--- src/rtl/sync_fifo_wc_if.sv ---
// Bus bundle for sync_fifo_wc: write/read handshakes, thresholds, flags and occupancy counts.
// parity_err exists only when SYNC_FIFO_PARITY_EN is defined.
interface sync_fifo_wc_if #(
    parameter int INPUT_WIDTH  = 32,
    parameter int OUTPUT_WIDTH = 8,
    parameter int WR_DEPTH     = 16
);
    localparam int RD_DEPTH = WR_DEPTH * INPUT_WIDTH / OUTPUT_WIDTH;
    localparam int WCW      = $clog2(WR_DEPTH) + 1;
    localparam int RCW      = $clog2(RD_DEPTH) + 1;

    logic                    flush;
    logic                    wr_en;
    logic [INPUT_WIDTH-1:0]  din;
    logic                    rd_en;
    logic                    valid;
    logic [OUTPUT_WIDTH-1:0] dout;
    logic                    full;
    logic                    empty;
    logic [WCW-1:0]          af_thresh;
    logic [RCW-1:0]          ae_thresh;
    logic                    almost_full;
    logic                    almost_empty;
    logic                    overflow;
    logic                    underflow;
    logic [WCW-1:0]          wr_data_count;
    logic [RCW-1:0]          rd_data_count;
    logic [WCW-1:0]          wr_data_space;
    logic [RCW-1:0]          rd_data_space;
`ifdef SYNC_FIFO_PARITY_EN
    logic                    parity_err;
`endif

    modport master (
`ifdef SYNC_FIFO_PARITY_EN
        input  parity_err,
`endif
        output flush, wr_en, din, rd_en, af_thresh, ae_thresh,
        input  valid, dout, full, empty, almost_full, almost_empty, overflow, underflow,
        input  wr_data_count, rd_data_count, wr_data_space, rd_data_space
    );

    modport slave (
`ifdef SYNC_FIFO_PARITY_EN
        output parity_err,
`endif
        input  flush, wr_en, din, rd_en, af_thresh, ae_thresh,
        output valid, dout, full, empty, almost_full, almost_empty, overflow, underflow,
        output wr_data_count, rd_data_count, wr_data_space, rd_data_space
    );
endinterface

--- src/rtl/sync_fifo_wc.sv ---
// Single-clock width-converting FIFO (STD: 1-cycle read latency, FWFT: head prefetched); writes drop with overflow when full.
// Define SYNC_FIFO_PARITY_EN to store even parity per narrow unit and flag mismatches on parity_err.
module sync_fifo_wc #(
    parameter int    INPUT_WIDTH  = 32,
    parameter int    OUTPUT_WIDTH = 8,
    parameter int    WR_DEPTH     = 16,
    parameter string MODE         = "FWFT",
    parameter string DIRECTION    = "LSB"
) (
    input logic           clock,
    input logic           reset_n,
    sync_fifo_wc_if.slave bus
);
    localparam int NW       = (INPUT_WIDTH < OUTPUT_WIDTH) ? INPUT_WIDTH : OUTPUT_WIDTH;
    localparam int R_IN     = INPUT_WIDTH / NW;
    localparam int R_OUT    = OUTPUT_WIDTH / NW;
    localparam int UNITS    = WR_DEPTH * R_IN;
    localparam int RD_DEPTH = UNITS / R_OUT;
    localparam int AW       = $clog2(UNITS);
    localparam int PW       = AW + 1;
    localparam int LOG_RI   = $clog2(R_IN);
    localparam int LOG_RO   = $clog2(R_OUT);
    localparam int WCW      = $clog2(WR_DEPTH) + 1;
    localparam int RCW      = $clog2(RD_DEPTH) + 1;
    localparam bit IS_FWFT  = (MODE == "FWFT");
    localparam bit IS_MSB   = (DIRECTION == "MSB");

    logic [NW-1:0]           mem [UNITS];
    logic [PW-1:0]           wr_ptr, rd_ptr, cnt_u, space_u;
    logic [AW-1:0]           wr_addr, rd_addr;
    logic [WCW-1:0]          wr_cnt;
    logic [RCW-1:0]          rd_cnt;
    logic                    full_c, empty_c, do_wr, do_rd;
    logic                    valid_q, valid_n, load_head, load_next, ovf_q, udf_q;
    logic [OUTPUT_WIDTH-1:0] dout_q, head_w, next_w;

    // Occupancy is kept in narrow units; whole-word counts are the floor of that.
    assign cnt_u   = wr_ptr - rd_ptr;
    assign space_u = PW'(UNITS) - cnt_u;
    assign wr_cnt  = cnt_u[PW-1:LOG_RI];
    assign rd_cnt  = cnt_u[PW-1:LOG_RO];
    assign full_c  = (space_u < PW'(R_IN));
    assign empty_c = (rd_cnt == '0);
    assign wr_addr = wr_ptr[AW-1:0];
    assign rd_addr = rd_ptr[AW-1:0];
    assign do_wr   = bus.wr_en & ~full_c & ~bus.flush;
    assign do_rd   = bus.rd_en & ~bus.flush & (IS_FWFT ? valid_q : ~empty_c);

    always_ff @(posedge clock) begin
        if (do_wr) begin
            for (int k = 0; k < R_IN; k++) begin
                mem[wr_addr + AW'(k)] <= bus.din[(IS_MSB ? R_IN-1-k : k)*NW +: NW];
            end
        end
    end

    // next_w is the word behind the head, so an FWFT pop can present it at the same edge.
    always_comb begin
        head_w = '0;
        next_w = '0;
        for (int k = 0; k < R_OUT; k++) begin
            head_w[(IS_MSB ? R_OUT-1-k : k)*NW +: NW] = mem[rd_addr + AW'(k)];
            next_w[(IS_MSB ? R_OUT-1-k : k)*NW +: NW] = mem[rd_addr + AW'(R_OUT + k)];
        end
    end

    // FWFT keeps the head in storage until popped, so rd_data_count includes it.
    always_comb begin
        load_head = 1'b0;
        load_next = 1'b0;
        valid_n   = 1'b0;
        if (!bus.flush) begin
            if (IS_FWFT) begin
                load_next = do_rd && (rd_cnt >= RCW'(2));
                load_head = !valid_q && !empty_c;
                valid_n   = load_next || load_head || (valid_q && !do_rd);
            end else begin
                load_head = do_rd;
                valid_n   = do_rd;
            end
        end
    end

    always_ff @(posedge clock or negedge reset_n) begin
        if (!reset_n) begin
            wr_ptr  <= '0;
            rd_ptr  <= '0;
            valid_q <= 1'b0;
            dout_q  <= '0;
            ovf_q   <= 1'b0;
            udf_q   <= 1'b0;
        end else begin
            ovf_q   <= bus.wr_en & full_c & ~bus.flush;
            udf_q   <= bus.rd_en & ~bus.flush & (IS_FWFT ? ~valid_q : empty_c);
            valid_q <= valid_n;
            if (bus.flush) begin
                wr_ptr <= '0;
                rd_ptr <= '0;
            end else begin
                if (do_wr) wr_ptr <= wr_ptr + PW'(R_IN);
                if (do_rd) rd_ptr <= rd_ptr + PW'(R_OUT);
            end
            if (load_next)      dout_q <= next_w;
            else if (load_head) dout_q <= head_w;
        end
    end

`ifdef SYNC_FIFO_PARITY_EN
    logic par_mem [UNITS];
    logic head_perr, next_perr, perr_q;

    always_ff @(posedge clock) begin
        if (do_wr) begin
            for (int k = 0; k < R_IN; k++) begin
                par_mem[wr_addr + AW'(k)] <= ^bus.din[(IS_MSB ? R_IN-1-k : k)*NW +: NW];
            end
        end
    end

    always_comb begin
        head_perr = 1'b0;
        next_perr = 1'b0;
        for (int k = 0; k < R_OUT; k++) begin
            head_perr |= par_mem[rd_addr + AW'(k)] ^ (^mem[rd_addr + AW'(k)]);
            next_perr |= par_mem[rd_addr + AW'(R_OUT + k)] ^ (^mem[rd_addr + AW'(R_OUT + k)]);
        end
    end

    always_ff @(posedge clock or negedge reset_n) begin
        if (!reset_n) perr_q <= 1'b0;
        else          perr_q <= load_next ? next_perr : (load_head ? head_perr : 1'b0);
    end

    assign bus.parity_err = perr_q;
`endif

    assign bus.valid         = valid_q;
    assign bus.dout          = dout_q;
    assign bus.full          = full_c;
    assign bus.empty         = empty_c;
    assign bus.almost_full   = (wr_cnt >= bus.af_thresh);
    assign bus.almost_empty  = (rd_cnt <= bus.ae_thresh);
    assign bus.overflow      = ovf_q;
    assign bus.underflow     = udf_q;
    assign bus.wr_data_count = wr_cnt;
    assign bus.rd_data_count = rd_cnt;
    assign bus.wr_data_space = WCW'(WR_DEPTH) - wr_cnt;
    assign bus.rd_data_space = RCW'(RD_DEPTH) - rd_cnt;
endmodule
--- src/flat_wrapper.sv ---
// flat-port wrapper written by rule: the top's interface ports become plain ports
module sync_fifo_wc_flat 
#(
    parameter int    INPUT_WIDTH  = 32,
    parameter int    OUTPUT_WIDTH = 8,
    parameter int    WR_DEPTH     = 16,
    parameter string MODE         = "    ",
    parameter string DIRECTION    = "   "
)
  (clock, reset_n, bus_flush, bus_wr_en, bus_din, bus_rd_en, bus_af_thresh, bus_ae_thresh, bus_valid, bus_dout, bus_full, bus_empty, bus_almost_full, bus_almost_empty, bus_overflow, bus_underflow, bus_wr_data_count, bus_rd_data_count, bus_wr_data_space, bus_rd_data_space);
  sync_fifo_wc_if #(.INPUT_WIDTH(INPUT_WIDTH), .OUTPUT_WIDTH(OUTPUT_WIDTH), .WR_DEPTH(WR_DEPTH)) bus_i ();
  input logic clock;
  input logic reset_n;
  input wire logic [$bits(bus_i.flush)-1:0] bus_flush;
  input wire logic [$bits(bus_i.wr_en)-1:0] bus_wr_en;
  input wire logic [$bits(bus_i.din)-1:0] bus_din;
  input wire logic [$bits(bus_i.rd_en)-1:0] bus_rd_en;
  input wire logic [$bits(bus_i.af_thresh)-1:0] bus_af_thresh;
  input wire logic [$bits(bus_i.ae_thresh)-1:0] bus_ae_thresh;
  output wire logic [$bits(bus_i.valid)-1:0] bus_valid;
  output wire logic [$bits(bus_i.dout)-1:0] bus_dout;
  output wire logic [$bits(bus_i.full)-1:0] bus_full;
  output wire logic [$bits(bus_i.empty)-1:0] bus_empty;
  output wire logic [$bits(bus_i.almost_full)-1:0] bus_almost_full;
  output wire logic [$bits(bus_i.almost_empty)-1:0] bus_almost_empty;
  output wire logic [$bits(bus_i.overflow)-1:0] bus_overflow;
  output wire logic [$bits(bus_i.underflow)-1:0] bus_underflow;
  output wire logic [$bits(bus_i.wr_data_count)-1:0] bus_wr_data_count;
  output wire logic [$bits(bus_i.rd_data_count)-1:0] bus_rd_data_count;
  output wire logic [$bits(bus_i.wr_data_space)-1:0] bus_wr_data_space;
  output wire logic [$bits(bus_i.rd_data_space)-1:0] bus_rd_data_space;
  assign bus_i.flush = bus_flush;
  assign bus_i.wr_en = bus_wr_en;
  assign bus_i.din = bus_din;
  assign bus_i.rd_en = bus_rd_en;
  assign bus_i.af_thresh = bus_af_thresh;
  assign bus_i.ae_thresh = bus_ae_thresh;
  assign bus_valid = bus_i.valid;
  assign bus_dout = bus_i.dout;
  assign bus_full = bus_i.full;
  assign bus_empty = bus_i.empty;
  assign bus_almost_full = bus_i.almost_full;
  assign bus_almost_empty = bus_i.almost_empty;
  assign bus_overflow = bus_i.overflow;
  assign bus_underflow = bus_i.underflow;
  assign bus_wr_data_count = bus_i.wr_data_count;
  assign bus_rd_data_count = bus_i.rd_data_count;
  assign bus_wr_data_space = bus_i.wr_data_space;
  assign bus_rd_data_space = bus_i.rd_data_space;
  sync_fifo_wc #(.INPUT_WIDTH(INPUT_WIDTH), .OUTPUT_WIDTH(OUTPUT_WIDTH), .WR_DEPTH(WR_DEPTH), .MODE(MODE), .DIRECTION(DIRECTION)) u_core (.clock(clock), .reset_n(reset_n), .bus(bus_i));
endmodule
--- config.mk ---
export PLATFORM = sky130hd
export DESIGN_NAME = sync_fifo_wc_flat
export DESIGN_NICKNAME = d
export VERILOG_FILES = /design/src/rtl/sync_fifo_wc_if.sv /design/src/rtl/sync_fifo_wc.sv /design/src/flat_wrapper.sv
export SDC_FILE = /design/constraint.sdc
export NUM_CORES = 1
export LEC_CHECK = 0
export CORE_MARGIN = 8
export CORE_UTILIZATION = 65
export DETAILED_ROUTE_END_ITERATION = 8
export GPL_TIMING_DRIVEN = 0
export PLACE_DENSITY = 0.84
export SYNTH_ARGS = -nofsm -noshare
export SYNTH_HDL_FRONTEND = slang
export SYNTH_SLANG_ARGS = --single-unit
--- constraint.sdc ---
create_clock -name clock -period 10 [get_ports clock]
set_input_delay 2 -clock clock [delete_from_list [all_inputs] [get_ports clock]]
set_output_delay 2 -clock clock [all_outputs]
set_load 0.01 [all_outputs]
======== Word-level counts from Yosys, hierarchy flattened ========
Memory sizes are Yosys's and may differ from the RTL's. A register that Yosys moved wholly into a read port is not among the register bits.
Index checks and enable logic that the tools add are counted.
operators by class
  add/sub/neg operators ................... 8
  $lt $le $gt $ge ......................... 3
  muxes and demuxes ....................... 7
  bitwise operators ....................... 10
  reduce and logical (&&, ||, !) cells .... 4
operators by type and width
  cell                 count
  $mux 7               4
  $add 6x2->6 const B  2
  $add 7x1->7 const B  1
  $add 7x3->7 const B  1
  $and 1x1->1          7
  $le 7x7->1           1
  $logic_not 7->1      1
  $lt 7x3->1 const B   1
  $sub 7x7->7          1
  $sub 7x7->7 const A  1
  $add 6x1->6 const B  1
  $ge 5x5->1           1
  $sub 5x5->5 const A  1
  $reduce_bool 2->1    2
  $mux 1               3
  $not 1->1            3
  $logic_not 1->1      1
word-level totals
  register bits after elaboration ......... 17
  memory bits (writable) .................. 512
  bits of input ports ..................... 49
  output and inout port bits .............. 39
  logic and storage cells ................. 38
  memories kept ........................... 1
memories
  name        depth  bits a word  read ports  clocked after memory_dff  write ports  RTL line            RTL
  u_core.mem  64     8            1           1                         4            sync_fifo_wc.sv:28  logic [NW-1:0] mem [UNITS];

======== Logic depth before layout (Yosys ltp) ========
Gate-level depths: netlist of the first run.
  word-level depth ........................ 8
  gate-level depth with buffers ........... 16
  gate-level depth less buffers ........... 12

======== Worst setup path before layout of the first run ========
OpenSTA, ideal clock, no wires.
  path type ............................... register to output
  start point ............................. register u_core.rd_ptr[2]
  end point ............................... output port bus_full
  data arrival time ....................... 3,667 ps
  required time ........................... 8,000 ps
  slack ................................... 4,333 ps
  stages on the path, launching flop included .. 14
  buffers on the path ..................... 3
  path through ............................ dfrtp_1 > clkbuf_1 > inv_2 > buf_1 > ha_1 > or3b_4 > a211oi_4 > inv_1 > ha_1 > xor3_1 > o22ai_1 > o211ai_4 > buf_6 > nor2_1
on the way
  longest elaborated chain between the ends .. 3
RTL lines
  what                      RTL line             RTL
  from (decl)               sync_fifo_wc.sv:29   logic [PW-1:0] wr_ptr, rd_ptr, cnt_u, space_u;
  from (signal assigned)    sync_fifo_wc.sv:101  if (do_rd) rd_ptr <= rd_ptr + PW'(R_OUT);
  $sub 7x7->7               sync_fifo_wc.sv:38   assign cnt_u = wr_ptr - rd_ptr;
  net bus_rd_data_count[3]  flat_wrapper.sv:29   output wire logic [$bits(bus_i.rd_data_count)-1:0] bus_rd_data_count;
  $sub 7x7->7               sync_fifo_wc.sv:39   assign space_u = PW'(UNITS) - cnt_u;
  $lt 7x3->1                sync_fifo_wc.sv:42   assign full_c = (space_u < PW'(R_IN));
  to (decl)                 flat_wrapper.sv:22   output wire logic [$bits(bus_i.full)-1:0] bus_full;
The timed path passes the listed nets, and every way through them passes these cells.

======== Worst setup path after layout of the first run ========
  start point ............................. register u_core.rd_ptr[2]
  end point ............................... output port bus_full
on the way
  longest elaborated chain between the ends .. 3
RTL lines
  what         RTL line
  $sub 7x7->7  sync_fifo_wc.sv:38
  $sub 7x7->7  sync_fifo_wc.sv:39
  $lt 7x3->1   sync_fifo_wc.sv:42
Every way passes these cells.

==> results.sh, run 1 <==
export IMPL_route_detailed_drc=0
export IMPL_rsz0062_at_grt="no"
export IMPL_clock_skew_final_ns=0.0309
export IMPL_yosysMostFrequentCell="edfxtp_1"
export IMPL_fin_cells=2479
export IMPL_cts_buffers=55
export IMPL_internal_power_uw=4410
export IMPL_max_slew_worst_pin_slew_ns=1.40
export IMPL_setup_viol_count_final=0
export IMPL_gp_congestion=0.986
export IMPL_max_stage_delay_ns=0.64
export IMPL_fp_dieW_um=225
export IMPL_path_class="reg2out"
export IMPL_power_density_mw_per_mm2=201
export IMPL_crit_path_top_delay_cell="clkbuf_1"
export IMPL_synth_top_area_share_pct=54.2
export IMPL_post_cts_resized=0
export IMPL_period_share_pct=80.1
export IMPL_worstPathCellList="clkbuf_1 -> inv_2 -> buf_1 -> ha_1 -> or3b_4 -> a211oi_4 -> inv_1 -> ha_1 -> xor3_1 -> o22ai_1 -> o211ai_4 -> buf_6 -> nor2_1 -> clkdlybuf4s50_1"
export IMPL_cts_htree_levels=2
export IMPL_numClockSinks=535
export IMPL_seqPwrFrac_pct=40.3
export IMPL_hold_class="reg2reg"
export IMPL_p_total_uw=6340
export IMPL_synth_area_top_cells="edfxtp_1 54%, mux4_2 11%, mux2_4 9.3%, mux2_2 7.5%, clkbuf_1 3.0%"
export IMPL_synthesis_nets=1787
export IMPL_track_usage_pct=33.3
export IMPL_num_vias=17000
export IMPL_drtIter0Drc=2997
export IMPL_max_freq_mhz=125
export IMPL_postCtsHoldBufs=0
export IMPL_vias_per_cell=6.85
export IMPL_avgSynthCellArea_um2=16.5
export IMPL_overflow=0
export IMPL_hold_slack_ns=0.504
export IMPL_critical_path_top_delay_family="buffers and inverters"
export IMPL_finalHoldViolations=0
export IMPL_port_buffers=79
export IMPL_nets=1924
export IMPL_wl_per_cell_um=33.9
export IMPL_grt_pass1_vias=17100
export IMPL_die_h_um=225
export IMPL_ant_nets=0
export IMPL_hpwlAfterDp_um=57500
export IMPL_synthCells=1715
export IMPL_period_needed_ns=8.01
export IMPL_crit_buf_inv=6
export IMPL_cts_tree="built"
export IMPL_ys_ff_latch=535
export IMPL_worstSetupEndpointType="output port"
export IMPL_layout_setup_ws_ns=1.99
export IMPL_synth_cell_types=61
export IMPL_synthesis_area_mm2=0.0283
export IMPL_drt_total_wl_um=84100
export IMPL_synth_largest_area_cell="edfxtp_1"
export IMPL_postCtsSetupRepairBufs=0
export IMPL_cp_max_fo=10
export IMPL_start_kind="flip-flop"
export IMPL_ys_flop_type="edfxtp_1"
export IMPL_clockBufferDepth=3
export IMPL_grt_pass1_wl_um=119000
export IMPL_outcome="completed"
export IMPL_pwr_share_clk_pct=30.5
export IMPL_met3_length_um=11900
export IMPL_final_setup_tns_ns=0
export IMPL_switching_share_pct=30.4
export IMPL_pin_count=88
export IMPL_synth_enable_flop_cells=512
export IMPL_combPwrFrac_pct=29.2
export IMPL_cts_reportedPaths_clkPinSlew_ns=0.06
export IMPL_netlist_top_cells_count="512 x edfxtp_1, 230 x clkbuf_1, 188 x mux2_2"
export IMPL_wl_met1_um=29000
export IMPL_clock_latency_ns=0.65
export IMPL_initial_core_util_pct=65.8
export IMPL_maxCapViolCount=0
export IMPL_relSlewSlack_pct=5.95
export IMPL_yosys_warnings=0
export IMPL_path_common_cell="ha_1"
export IMPL_dieArea_mm2=0.0505
export IMPL_cp_required_ns=8.00
export IMPL_dr_max_layer_used="met5"
export IMPL_synth_seq_area_share_pct=56.3
export IMPL_slew_violations=0
export IMPL_cts_root_buf="clkbuf_16"
export IMPL_cp_arrival_ns=6.01
export IMPL_drive_gt1_share_pct=35.4
export IMPL_area_growth_pct=11.1
export IMPL_ir_drop_uv=168
export IMPL_rows=76
export IMPL_dpl_worst_slack_ns=2.68
export IMPL_antenna_found_initial=5
export IMPL_fp_coreArea_mm2=0.0431
export IMPL_switchingPower_uw=1930
export IMPL_placed_cells=2379
export IMPL_met2_length_um=38800
export IMPL_dr_pass1_iters=6
export IMPL_fill_cells=2572
export IMPL_grt_max_degree=24
export IMPL_leakagePower_uw=0.0119
export IMPL_synthArstFlopShare_pct=4.30
==> final timing paths <==
kind / startpoint / to / slack (ns) / cells past startpoint
hold reg to reg: u_core.bus.dout[3]$_DFFE_PN0P_ / u_core.bus.dout[3]$_DFFE_PN0P_ / 0.50 / 1
min in group asynchronous: reset_n / u_core.bus.dout[7]$_DFFE_PN0P_ / 1.91 / 1
max in group asynchronous: reset_n / u_core.rd_ptr[1]$_DFFE_PN0P_ / 7.44 / 1
setup / recovery: u_core.rd_ptr[2]$_DFFE_PN0P_ / bus_full / 1.99 / 14
setup reg to reg: u_core.rd_ptr[2]$_DFFE_PN0P_ / u_core.mem[30][0]$_DFFE_PP_ / 3.67 / 14
hold / removal: u_core.bus.dout[3]$_DFFE_PN0P_ / u_core.bus.dout[3]$_DFFE_PN0P_ / 0.50 / 1
==> per-stage QoR <==
step | utilization [%] | area [um2]
detailed placement | 69.3 | 29900
floorplan | - | 28300
global route | 73.1 | 31500
finish | 73.1 | 31500
global placement | 69.3 | 29900
CTS | 73.1 | 31500
==> kinds of logic (layout without fill, tap and decap cells) <==
group,after synthesis,after routing,share of synthesized area [%]
and+or+nand+nor,108,108,1.98
buffers and inverters,382,560,6.57
adders and majority gates,23,23,1.02
muxes,603,603,31.7
xor gates and xnor gates,14,14,0.578
AOI/OAI and AO/OA,50,50,1.84
other,0,1,0
DFF,535,535,56.3
==> layer usage <==
metal / vias up / GRT usage (%)
met1: 8630 / 42.2
met4: 4 / 15.0
met3: 284 / 11.1
li1: 6679 / -
met5: - / 0
met2: 1396 / 52.2
==> placed cells by master, fill, tap and decap left out, types with 10 or more instances in the layout <==
master and instances:
edfxtp_1 512, clkbuf_1 247, mux2_2 188, mux2_4 176, mux4_2 144, inv_1 80
clkdlybuf4s50_1 79, mux2i_1 63, clkbuf_16 55, mux2_1 32, nor2_1 25, nand2_1 23
ha_1 23, dfrtp_1 23, buf_2 18, clkinv_1 17, o21ai_4 15, nor3_1 14
buf_4 11, nand3_1 11, buf_12 11, xnor2_1 10, buf_6 10, buf_8 10
==> cell type report <==
class,instances,area (um2),area share (%)
Tap cell,585,732,2.32
Multi-Input combinational cell,798,10500,33.4
Timing Repair Buffer,80,796,2.53
Sequential cell,535,16000,50.6
Inverter,85,319,1.01
Antenna cell,1,2.50,0.00795
Buffer,297,1540,4.90
Clock buffer,72,1440,4.57
Clock inverter,26,175,0.556
==> sequential cells by signal, indices dropped and copies added, names as in the netlist <==
signal,count
u_core.wr_ptr,5
u_core.bus.valid,1
u_core.bus.overflow,1
u_core.bus.dout,8
u_core.bus.underflow,1
u_core.mem,512
u_core.rd_ptr,7
==> power by group through the flow <==
stage / sequential, uW / combinational (uW) / clock, uW
finish: 2560 / 1850 / 1930
global route: 2560 / 1930 / 2000
CTS: 2560 / 1830 / 1900
detailed placement: 2600 / 1820 / 0
global placement: 2600 / 1780 / 0
floorplan: 2600 / 1150 / 0
Note: power is estimated with default switching activity, not from simulation.
==> inputs of run 2 (changes only) <==
Settings changed: CORE_UTILIZATION 65 to 56, PLACE_DENSITY 0.84 to 0.77.
Clock period 10 ns to 6.7 ns, I/O delays scaled along.
==> results.sh, run 2 (same netlist as run 1, synthesis figures left out) <==
export IMPL_relSlewSlack_pct=6.90
export IMPL_drtIter0Drc=2127
export IMPL_clock_latency_ns=0.63
export IMPL_cts_reportedPaths_clkPinSlew_ns=0.06
export IMPL_wl_per_cell_um=32.9
export IMPL_cts_root_buf="clkbuf_16"
export IMPL_switching_share_pct=29.8
export IMPL_combPwrFrac_pct=28.6
export IMPL_drt_total_wl_um=84300
export IMPL_grt_pass1_wl_um=119000
export IMPL_antenna_found_initial=2
export IMPL_rows=82
export IMPL_numClockSinks=535
export IMPL_path_class="reg2out"
export IMPL_slew_violations=0
export IMPL_fin_cells=2564
export IMPL_largest_reg_flops=512
export IMPL_cts_tree="built"
export IMPL_cts_htree_levels=2
export IMPL_finalHoldViolations=0
export IMPL_hold_class="reg2reg"
export IMPL_period_share_pct=94.8
export IMPL_finalCoreUtilization_pct=63.4
export IMPL_clockBufferDepth=3
export IMPL_route_detailed_drc=0
export IMPL_rsz0062_at_grt="no"
export IMPL_power_density_mw_per_mm2=304
export IMPL_die_h_um=241
export IMPL_cts_buffers=55
export IMPL_initial_core_util_pct=56.6
export IMPL_clock_skew_final_ns=0.0170
export IMPL_period_needed_ns=6.35
export IMPL_maxCapViolCount=0
export IMPL_gp_congestion=0.976
export IMPL_leakagePower_uw=0.0120
export IMPL_worstSetupEndpointType="output port"
export IMPL_area_growth_pct=11.9
export IMPL_hpwlAfterDp_um=58700
export IMPL_switchingPower_uw=2870
export IMPL_cp_arrival_ns=5.01
export IMPL_pin_count=88
export IMPL_vias_per_cell=6.47
export IMPL_max_slew_worst_pin_slew_ns=1.39
export IMPL_placed_cells=2466
export IMPL_fp_coreArea_mm2=0.0501
export IMPL_port_buffers=79
export IMPL_drive_gt1_share_pct=35.7
export IMPL_track_usage_pct=29.2
export IMPL_pwr_share_clk_pct=31.8
export IMPL_setup_viol_count_final=0
export IMPL_dr_pass1_iters=7
export IMPL_dieArea_mm2=0.0581
export IMPL_seqPwrFrac_pct=39.6
export IMPL_fp_dieW_um=241
export IMPL_final_setup_tns_ns=0
export IMPL_start_kind="flip-flop"
export IMPL_layout_cells_most_common_list="512 x edfxtp_1, 243 x clkbuf_1, 188 x mux2_2"
export IMPL_num_vias=16600
export IMPL_nets=1920
export IMPL_largest_register="u_core.mem"
export IMPL_postCtsSetupRepairBufs=0
export IMPL_ir_drop_uv=224
export IMPL_overflow=0
export IMPL_cp_max_fo=17
export IMPL_internal_power_uw=6760
export IMPL_grt_pass1_vias=16900
export IMPL_max_freq_mhz=157
export IMPL_grt_max_degree=24
export IMPL_cp_required_ns=5.36
export IMPL_outcome="completed"
export IMPL_final_common_cell="edfxtp_1"
export IMPL_ant_nets=0
-- run 2: final timing paths --
path / from / end / slack [ns] / cells past startpoint
max in group asynchronous: reset_n / u_core.rd_ptr[2]$_DFFE_PN0P_ / 4.73 / 1
worst max register to register: u_core.rd_ptr[0]$_DFFE_PN0P_ / u_core.mem[28][1]$_DFFE_PP_ / 1.34 / 14
worst max-delay path: u_core.rd_ptr[2]$_DFFE_PN0P_ / bus_full / 0.35 / 12
worst min-delay path: u_core.bus.dout[4]$_DFFE_PN0P_ / u_core.bus.dout[4]$_DFFE_PN0P_ / 0.51 / 1
worst min register to register: u_core.bus.dout[4]$_DFFE_PN0P_ / u_core.bus.dout[4]$_DFFE_PN0P_ / 0.51 / 1
min in group asynchronous: reset_n / u_core.bus.dout[2]$_DFFE_PN0P_ / 1.27 / 1
-- run 2: worst max-delay path, stage by stage, from the launching register on --
cell             delay [ns]
dfrtp_2                0.63
inv_2                  0.41
ha_1                   0.49
or3b_4                 0.42
a211oi_4               0.41
inv_1                  0.09
ha_1                   0.24
xor3_1                 0.39
o22ai_1                0.26
o211ai_4               0.21
buf_6                  0.21
nor2_1                 0.09
clkdlybuf4s50_1        0.54
-- run 2: per-layer routing --
metal	track usage [%]	wire [um]
met1	36.1	29700
met2	46.6	39100
met4	14.0	4650
met5	0	15
met3	9.11	10900
-- run 2: power by group through the flow --
stage / Combinational (uW) / Clock (uW) / Sequential [uW]
6_report: 2750 / 3060 / 3810
5_1_grt: 2890 / 3170 / 3820
4_1_cts: 2740 / 3050 / 3810
3_5_place_dp: 2740 / 0 / 3880
3_3_place_gp: 2690 / 0 / 3880
2_1_floorplan: 1710 / 0 / 3880
-- run 2: area by class of cell --
type                       instances  area, um2
antenna                            1       2.50
buffer                           294       1540
clock buffer                      71       1460
clock inverter                    29        295
fill                            3598      18300
inverter                          85        319
multi-input combinational        798      10500
sequential                       535      16000
tap                              672        841
timing repair buffer              79        791
-- run 2: timing repair --
action | CTS | global route
hold buffers | 0 | 0
gates resized for setup | 1 | 3
pin swaps | 0 | 0
endpoints found under the setup margin | 3 | 2
hold endpoints to repair | 0 | 0
-- run 2: metrics by stage --
stage / setup slack [ns] / area [um2] / total power, uW / hold WS [ns]
4_1_cts: 0.0586 / 31700 / 9610 / 0.510
3_3_place_gp: 0.0499 / 30000 / 6570 / 0.491
6_report: 0.350 / 31700 / 9630 / 0.506
5_1_grt: 0.101 / 31700 / 9870 / 0.524
3_5_place_dp: 0.0625 / 30000 / 6620 / 0.495
2_1_floorplan: 1.69 / 28300 / 5600 / 0.551
